--- src/rtl/fex7_to_bin_pkg.sv ---
// Shared constants and state encoding for the factoradic decoder family.
// Combinational definitions only; no latency.
// No handshake; consumed by the decoder, its MAC and its interface.
package fex_pkg;

  localparam int FEX_DIGITS = 7;
  localparam int FEX_VAL_W  = 16;
  localparam int FEX_MAX    = 40319;
  localparam int FEX_K_W    = 3;

  localparam int FEX_F1_W = 1;
  localparam int FEX_F2_W = 2;
  localparam int FEX_F3_W = 2;
  localparam int FEX_F4_W = 3;
  localparam int FEX_F5_W = 3;
  localparam int FEX_F6_W = 3;
  localparam int FEX_F7_W = 3;

  typedef enum logic [1:0] {
    FEX_IDLE = 2'd0,
    FEX_RUN  = 2'd1,
    FEX_DONE = 2'd2
  } fex_dec_state_t;

endpackage

--- src/rtl/fex7_to_bin_if.sv ---
// Digit-vector input and binary-result output handshakes of fex7_to_bin.
// Wires only; no latency.
// valid/ready on both sides; slave is the decoder, master is the producer/consumer.
interface fex7_to_bin_if;
  import fex_pkg::*;

  logic                 in_valid;
  logic                 in_ready;
  logic [FEX_F1_W-1:0]  in_f1;
  logic [FEX_F2_W-1:0]  in_f2;
  logic [FEX_F3_W-1:0]  in_f3;
  logic [FEX_F4_W-1:0]  in_f4;
  logic [FEX_F5_W-1:0]  in_f5;
  logic [FEX_F6_W-1:0]  in_f6;
  logic [FEX_F7_W-1:0]  in_f7;
  logic                 out_valid;
  logic                 out_ready;
  logic [FEX_VAL_W-1:0] out_value;
  logic                 out_err;

  modport slave (
    input  in_valid, in_f1, in_f2, in_f3, in_f4, in_f5, in_f6, in_f7, out_ready,
    output in_ready, out_valid, out_value, out_err
  );

  modport master (
    output in_valid, in_f1, in_f2, in_f3, in_f4, in_f5, in_f6, in_f7, out_ready,
    input  in_ready, out_valid, out_value, out_err
  );

endinterface

--- src/rtl/fex7_to_bin_mac_small.sv ---
// Combinational acc*k + d for k in 2..7, built from shifts and adds.
// Zero latency; no handshake, result valid whenever inputs are.
module fex_mac_small
  import fex_pkg::*;
(
  input  logic [FEX_VAL_W-1:0] acc,
  input  logic [FEX_K_W-1:0]   k,
  input  logic [2:0]           d,
  output logic [FEX_VAL_W-1:0] res
);

  logic [FEX_VAL_W-1:0] prod;

  // The x7 case relies on modulo-2^16 wrap of acc<<3; the true product fits.
  always_comb begin
    case (k)
      3'd2:    prod = acc << 1;
      3'd3:    prod = (acc << 1) + acc;
      3'd4:    prod = acc << 2;
      3'd5:    prod = (acc << 2) + acc;
      3'd6:    prod = (acc << 2) + (acc << 1);
      3'd7:    prod = (acc << 3) - acc;
      default: prod = acc;
    endcase
    res = prod + FEX_VAL_W'(d);
  end

endmodule

--- src/rtl/fex7_to_bin.sv ---
// Horner decoder of 7-digit factoradic to binary; FEX_RANGE_CHECK_EN adds illegal-digit flag.
// Latency: out_valid 7 cycles after accept; minimum initiation interval 9.
// in_ready only in IDLE; result held in DONE until out_ready, no timeout.
module fex7_to_bin
  import fex_pkg::*;
(
  input logic          clk,
  input logic          rst_n,
  fex7_to_bin_if.slave bus
);

  localparam logic [1:0]         S_IDLE = FEX_IDLE;
  localparam logic [1:0]         S_RUN  = FEX_RUN;
  localparam logic [1:0]         S_DONE = FEX_DONE;
  localparam logic [FEX_K_W-1:0] K_INIT = FEX_K_W'(FEX_DIGITS);

  logic [1:0]           state_q, state_d;
  logic [FEX_K_W-1:0]   k_q, k_d;
  logic [FEX_VAL_W-1:0] acc_q, acc_d;
  logic [5:0][2:0]      dig_q, dig_d;
  logic                 err_q, err_d;
  logic                 out_valid_q, out_valid_d;
  logic [FEX_VAL_W-1:0] out_value_q, out_value_d;
  logic                 out_err_q, out_err_d;
  logic [FEX_VAL_W-1:0] mac_res;
  logic [2:0]           step_dig;
  logic                 in_err;

`ifdef FEX_RANGE_CHECK_EN
  // f1, f3 and f7 cannot exceed their maximum within their port widths.
  assign in_err = (bus.in_f2 > 2'd2) || (bus.in_f4 > 3'd4) ||
                  (bus.in_f5 > 3'd5) || (bus.in_f6 > 3'd6);
`else
  assign in_err = 1'b0;
`endif

  // dig_q[i] holds digit f(i+1); step k consumes f(k-1).
  always_comb begin
    case (k_q)
      3'd7:    step_dig = dig_q[5];
      3'd6:    step_dig = dig_q[4];
      3'd5:    step_dig = dig_q[3];
      3'd4:    step_dig = dig_q[2];
      3'd3:    step_dig = dig_q[1];
      3'd2:    step_dig = dig_q[0];
      default: step_dig = 3'd0;
    endcase
  end

  fex_mac_small u_mac (
    .acc (acc_q),
    .k   (k_q),
    .d   (step_dig),
    .res (mac_res)
  );

  always_comb begin
    state_d     = state_q;
    k_d         = k_q;
    acc_d       = acc_q;
    dig_d       = dig_q;
    err_d       = err_q;
    out_valid_d = out_valid_q;
    out_value_d = out_value_q;
    out_err_d   = out_err_q;
    case (state_q)
      S_IDLE: begin
        if (bus.in_valid) begin
          dig_d = {3'(bus.in_f6), 3'(bus.in_f5), 3'(bus.in_f4),
                   3'(bus.in_f3), 3'(bus.in_f2), 3'(bus.in_f1)};
          acc_d   = FEX_VAL_W'(bus.in_f7);
          k_d     = K_INIT;
          err_d   = in_err;
          state_d = S_RUN;
        end
      end
      S_RUN: begin
        acc_d = mac_res;
        k_d   = k_q - 3'd1;
        if (k_q == 3'd2) begin
          state_d = S_DONE;
        end
      end
      S_DONE: begin
        // First DONE cycle loads the output registers; the handshake follows.
        if (!out_valid_q) begin
          out_valid_d = 1'b1;
          out_value_d = acc_q;
          out_err_d   = err_q;
        end else if (bus.out_ready) begin
          out_valid_d = 1'b0;
          state_d     = S_IDLE;
        end
      end
      default: state_d = S_IDLE;
    endcase
  end

  always_ff @(posedge clk or negedge rst_n) begin
    if (!rst_n) begin
      state_q     <= S_IDLE;
      k_q         <= K_INIT;
      acc_q       <= '0;
      dig_q       <= '0;
      err_q       <= 1'b0;
      out_valid_q <= 1'b0;
      out_value_q <= '0;
      out_err_q   <= 1'b0;
    end else begin
      state_q     <= state_d;
      k_q         <= k_d;
      acc_q       <= acc_d;
      dig_q       <= dig_d;
      err_q       <= err_d;
      out_valid_q <= out_valid_d;
      out_value_q <= out_value_d;
      out_err_q   <= out_err_d;
    end
  end

  assign bus.in_ready  = rst_n && (state_q == S_IDLE);
  assign bus.out_valid = out_valid_q;
  assign bus.out_value = out_value_q;
  assign bus.out_err   = out_err_q;

endmodule

--- src/flat_wrapper.sv ---
// flat-port wrapper written by rule: the top's interface ports become plain ports
module fex7_to_bin_flat import fex_pkg::*;
  (clk, rst_n, bus_in_valid, bus_in_f1, bus_in_f2, bus_in_f3, bus_in_f4, bus_in_f5, bus_in_f6, bus_in_f7, bus_out_ready, bus_in_ready, bus_out_valid, bus_out_value, bus_out_err);
  fex7_to_bin_if bus_i ();
  input logic clk;
  input logic rst_n;
  input wire logic [$bits(bus_i.in_valid)-1:0] bus_in_valid;
  input wire logic [$bits(bus_i.in_f1)-1:0] bus_in_f1;
  input wire logic [$bits(bus_i.in_f2)-1:0] bus_in_f2;
  input wire logic [$bits(bus_i.in_f3)-1:0] bus_in_f3;
  input wire logic [$bits(bus_i.in_f4)-1:0] bus_in_f4;
  input wire logic [$bits(bus_i.in_f5)-1:0] bus_in_f5;
  input wire logic [$bits(bus_i.in_f6)-1:0] bus_in_f6;
  input wire logic [$bits(bus_i.in_f7)-1:0] bus_in_f7;
  input wire logic [$bits(bus_i.out_ready)-1:0] bus_out_ready;
  output wire logic [$bits(bus_i.in_ready)-1:0] bus_in_ready;
  output wire logic [$bits(bus_i.out_valid)-1:0] bus_out_valid;
  output wire logic [$bits(bus_i.out_value)-1:0] bus_out_value;
  output wire logic [$bits(bus_i.out_err)-1:0] bus_out_err;
  assign bus_i.in_valid = bus_in_valid;
  assign bus_i.in_f1 = bus_in_f1;
  assign bus_i.in_f2 = bus_in_f2;
  assign bus_i.in_f3 = bus_in_f3;
  assign bus_i.in_f4 = bus_in_f4;
  assign bus_i.in_f5 = bus_in_f5;
  assign bus_i.in_f6 = bus_in_f6;
  assign bus_i.in_f7 = bus_in_f7;
  assign bus_i.out_ready = bus_out_ready;
  assign bus_in_ready = bus_i.in_ready;
  assign bus_out_valid = bus_i.out_valid;
  assign bus_out_value = bus_i.out_value;
  assign bus_out_err = bus_i.out_err;
  fex7_to_bin u_core (.clk(clk), .rst_n(rst_n), .bus(bus_i));
endmodule
--- config.mk ---
export PLATFORM = sky130hd
export DESIGN_NAME = fex7_to_bin_flat
export DESIGN_NICKNAME = d
export VERILOG_FILES = /design/src/rtl/fex7_to_bin_pkg.sv /design/src/rtl/fex7_to_bin_if.sv /design/src/rtl/fex7_to_bin_mac_small.sv /design/src/rtl/fex7_to_bin.sv /design/src/flat_wrapper.sv
export SDC_FILE = /design/constraint.sdc
export NUM_CORES = 1
export LEC_CHECK = 0
export ABC_AREA = 0
export CELL_PAD_IN_SITES_DETAIL_PLACEMENT = 1
export CELL_PAD_IN_SITES_GLOBAL_PLACEMENT = 1
export CORE_MARGIN = 1.5
export CORE_UTILIZATION = 50
export CTS_BUF_LIST = sky130_fd_sc_hd__clkbuf_2 sky130_fd_sc_hd__clkbuf_4 sky130_fd_sc_hd__clkbuf_8
export DETAILED_ROUTE_END_ITERATION = 7
export GPL_TIMING_DRIVEN = 0
export PLACE_DENSITY = 0.94
export SLEW_MARGIN = 0
export SYNTH_ARGS = -nofsm -noshare
export SYNTH_HDL_FRONTEND = slang
export SYNTH_SLANG_ARGS = --single-unit
--- constraint.sdc ---
create_clock -name clk -period 9.35 [get_ports clk]
set_input_delay 0.935 -clock clk [delete_from_list [all_inputs] [get_ports clk]]
set_output_delay 0.935 -clock clk [all_outputs]
set_load 0.05 [all_outputs]
==> results.md <==
STA:
- For the pin with the worst max-slew slack, the measured transition is 1.22 ns.
- The hold violation total from the final report was 0.
- Setup repair after global routing left no endpoint under its margin.
- Static timing analysis puts the maximum clock frequency at 161 MHz.
- The max-slew headroom at the worst pin is 0.181.
- The number of pins exceeding their max-slew limit in the final report was 0.
- The final sum of negative setup slack is 0 ns.
- The final worst clock skew is 0.0160 ns.
- The final setup violation count is 0.
- The ratio of final minimum period to clock period is 0.664.
- The worst path in the final design needs a cycle of 6.21 ns, including I/O delays and setup.

Drt:
- In this run, the number of DRC markers left after iteration 0 of detailed routing was 737.
- For this run, the detailed router's first-pass iteration total came to 6.
- The routed wire length is 23,000 um.
- The count of nets left with antenna violations once routing finished came out at 0.
- The via-per-instance ratio is 7.40.
- The residual DRC count is 0.
- For this block, the via count after detailed routing is 5,972.
- The average detailed-routed wire length per instance is 28.5 um.

Clock tree:
- The TritonCTS clock tree is built.
- The clock tree root driver cell is clkbuf_8.
- The TritonCTS sink count is 52.
- Counting the buffers created by CTS gives 5.
- The H-tree depth reported by CTS is 2.
- The clock tree buffer depth is 2.
- The insertion delay to the later sink of the worst-skew pair is 0.34 ns.
- Once the clock tree was built, the resizer swapped 0 gates to a different size.
- The clock-pin slew of the registers on the worst-case setup and hold paths is 0.11 ns.
- Once the clock tree was built, the setup fixing pass inserted 0 buffers.
- After clock tree synthesis, the flow added hold-fix buffers numbering 0.

Finish:
- The ratio of cells with drive above 1 in the final layout is 0.104.
- 0 antenna diodes ended up in the layout.
- Once layout is complete, the cells apart from fillers number 807.
- The count of nets after finishing is 744.
- The post-synthesis to final-layout area growth is 12.8%.
- The number of fillers in the final layout is 1,203.

Logic synthesis:
- In this run, distinct cell masters in the synthesized netlist total 74.
- The number of nets in the synthesized netlist is 698.
- The total of warnings raised by yosys is 0.
- The average cell area after synthesis is 8.50 um^2.
- The synthesized netlist occupies a cell area of 5310 um^2.
- In the synthesized netlist the async set-or-reset flop fraction comes to 1.00.
- The leading register cell type out of synthesis is dfrtp_1.
- Yosys mapped a number of flops with a built-in enable equal to 0.
- The register bit total from synthesis is 52.
- The share of the Yosys chip area taken by registers is 0.246.
- The gate count after technology mapping is 624.

Critical path:
- The kind of critical path is reg -> reg.
- The largest fanout on the critical path is 10.
- The critical-path cell with the highest stage delay is a211oi_1.
- In this design, the stage delay of the slowest critical-path cell is 1.04 ns.
- The logic depth of the worst register-to-register path is 17.
- The terminus of the critical flop-to-flop path is u_core.acc_q[15].
- STA classifies the critical path endpoint as a flip-flop.
- The worst setup path is launched from a flip-flop.
- The slack of the worst reg-to-reg path is 3.14 ns.
- In this run the worst setup path terminates at u_core.acc_q[15].
- The critical path launch point is u_core.k_q[1].
- The signal on the critical path passes through ha_1, buf_2, clkbuf_1, nand2_1, clkbuf_1, o21ai_0, ha_1, a21o_1, a22oi_1, a211oi_1, nor2_1, o311ai_0, a211oi_1, nor3_1, and3_4, a221oi_1, o21ai_2.
- STA puts the critical path data required time at 9.58 ns.
- The data arrival time at the worst-slack endpoint is 6.44 ns.
- The origin of the critical flop-to-flop path is u_core.k_q[1].

Global route:
- The initial antenna violation count is 0.
- The pin count of the biggest net entering global routing is 42.
- The via count of the first global-routing pass is 6,326.
- The first global-routing pass estimated 36,200 um of wire.
- The remaining global-route overflow is 0.
- The overall global routing resource usage is 0.420.

Floorplanning:
- The floorplan die height is 106 um.
- The placeable core area is 10,300 um^2.
- The starting utilization of the core area is 0.514.
- The die covers 11,200 um^2.
- In this run the horizontal extent of the chip is 106 um.
- The top-level port count is 40.
- The initialized floorplan defines 37 standard-cell rows.

Placement:
- Input and output buffers added on the ports amount to 38.
- The routability congestion estimate is 0.982.
- After legalization and detailed placement, the total HPWL measured 15,000 um.
- The cell count after placement is 799.

Run status:
- The flow ran to the end, and the final reports show no timing, DRC or antenna violations.

Worst hold path:
- The path class of the lowest-slack min-delay path is in -> async.

Job:
- The number of maximum-capacitance violations is 0.
==> layer usage <==
| layer | GRT usage | up-vias | routed length [um] |
|---|---|---|---|
| li1 | - | 2440 | - |
| met1 | 0.498 | 2848 | 8340 |
| met2 | 0.710 | 516 | 10800 |
| met3 | 0.0766 | 168 | 2360 |
| met4 | 0.248 | 0 | 1520 |
| met5 | 0 | - | 0 |
==> cell usage after synthesis, drive strengths merged, types with 6 or more instances <==
| cell | instances | area (um^2) |
|---|---|---|
| nor3 | 19 | 111 |
| a21o | 17 | 128 |
| inv | 28 | 105 |
| mux2i | 7 | 70.1 |
| nor2b | 7 | 43.8 |
| o21ai | 48 | 248 |
| or3 | 6 | 42.5 |
| nand2b | 10 | 62.6 |
| a221oi | 13 | 114 |
| a21oi | 38 | 190 |
| a221o | 6 | 60.1 |
| and3 | 8 | 55.1 |
| ha | 50 | 626 |
| o21a | 8 | 60.1 |
| dfrtp | 49 | 1230 |
| buf | 11 | 56.3 |
| nor2 | 37 | 139 |
| nor3b | 7 | 52.6 |
| clkbuf | 22 | 82.6 |
| xor2 | 15 | 131 |
| nand3 | 9 | 45.0 |
| a211oi | 13 | 97.6 |
| mux2 | 32 | 360 |
| and2 | 6 | 37.5 |
| xnor2 | 14 | 123 |
| o22ai | 7 | 43.8 |
| nand2 | 55 | 209 |
==> worst max-delay path: cells and delay by family, from the launching register on <==
family                   cells  cell delay (ns)
AO/OA/AOI/OAI                8             2.75
flip-flops                   1             0.60
buffers and inverters        3             1.18
AND/OR/NAND/NOR              4             1.05
adder cells (fa/ha/maj)      2             0.51
==> how the worst min path moves through the flow <==
stage / from / endpoint / slack [ns] / depth (start not counted)
2_1_floorplan: u_core.state_q[1] / u_core.state_q[0] / 0.48 / 1
3_3_place_gp: u_core.bus.out_value[10] / u_core.bus.out_value[10] / 0.49 / 1
3_5_place_dp: u_core.bus.out_value[9] / u_core.bus.out_value[9] / 0.50 / 1
4_1_cts: rst_n / u_core.bus.out_value[8] / 0.50 / 1
5_1_grt: rst_n / u_core.bus.out_value[8] / 0.51 / 1
6_report: rst_n / u_core.acc_q[15] / 0.50 / 1
==> placed cells by master (no fill, tap or decap), types with 5 or more instances in the layout <==
master           Yosys  final
nor2_1              37     37
nand2b_1            10     10
o211ai_1             5      5
a21o_1              17     17
inv_1               28     28
mux2_2              32     32
clkbuf_8             0      5
and3_1               7      7
and2_1               6      6
nor2b_1              7      7
a221oi_1            13     13
nand3_1              9      9
clkbuf_1            22     22
or3_1                5      5
a22oi_1              5      5
a211oi_1            13     13
o21ai_0             46     46
nor3b_1              7      7
o22ai_1              7      7
o21a_1               8      8
a211o_1              5      5
xnor2_1             14     14
a221o_1              6      6
a21oi_1             38     38
clkdlybuf4s50_1      0     37
nand2_1             54     54
buf_2                9     10
xor2_1              15     15
dfrtp_1             49     49
mux2i_1              7      7
nor3_1              17     17
ha_1                50     50
==> layout make-up <==
cell class | instances | area, um^2 | share of cell area
clock inverters | 3 | 42.5 | 0.00711
plain buffers | 33 | 139 | 0.0232
inverters | 28 | 105 | 0.0176
flip-flops and latches | 52 | 1310 | 0.218
multi-input cells | 511 | 3760 | 0.628
clock buffers | 5 | 68.8 | 0.0115
repair buffers | 39 | 395 | 0.0661
well taps | 136 | 170 | 0.0284
==> stage by stage <==
step                setup WS (ns)  utilization  cell area, um^2  hold WS (ns)
floorplan                    4.81            -             5310         0.478
finish                       3.14        0.580             5980         0.497
detailed placement           3.64        0.569             5870         0.500
global route                 3.01        0.580             5980         0.513
global placement             3.88        0.567             5860         0.490
CTS                          3.35        0.580             5980         0.498
==> flip-flops by register name, indices dropped and copies added (netlist names) <==
signal / count
u_core.state_q: 2
u_core.acc_q: 16
u_core.bus.out_value: 16
u_core.bus.out_valid: 1
u_core.dig_q: 14
u_core.k_q: 3
==> cells by family after synthesis <==
family | share of synthesized area
AO/OA/AOI/OAI | 0.275
XOR/XNOR | 0.0479
adder cells (fa/ha/maj) | 0.129
buffers and inverters | 0.0460
flip-flops | 0.246
multiplexers | 0.0811
other | 0.000707
AND/OR/NAND/NOR | 0.174
Power is not shown: default switching activity piles up to over one toggle a cycle in this logic, so the estimate is an artifact.
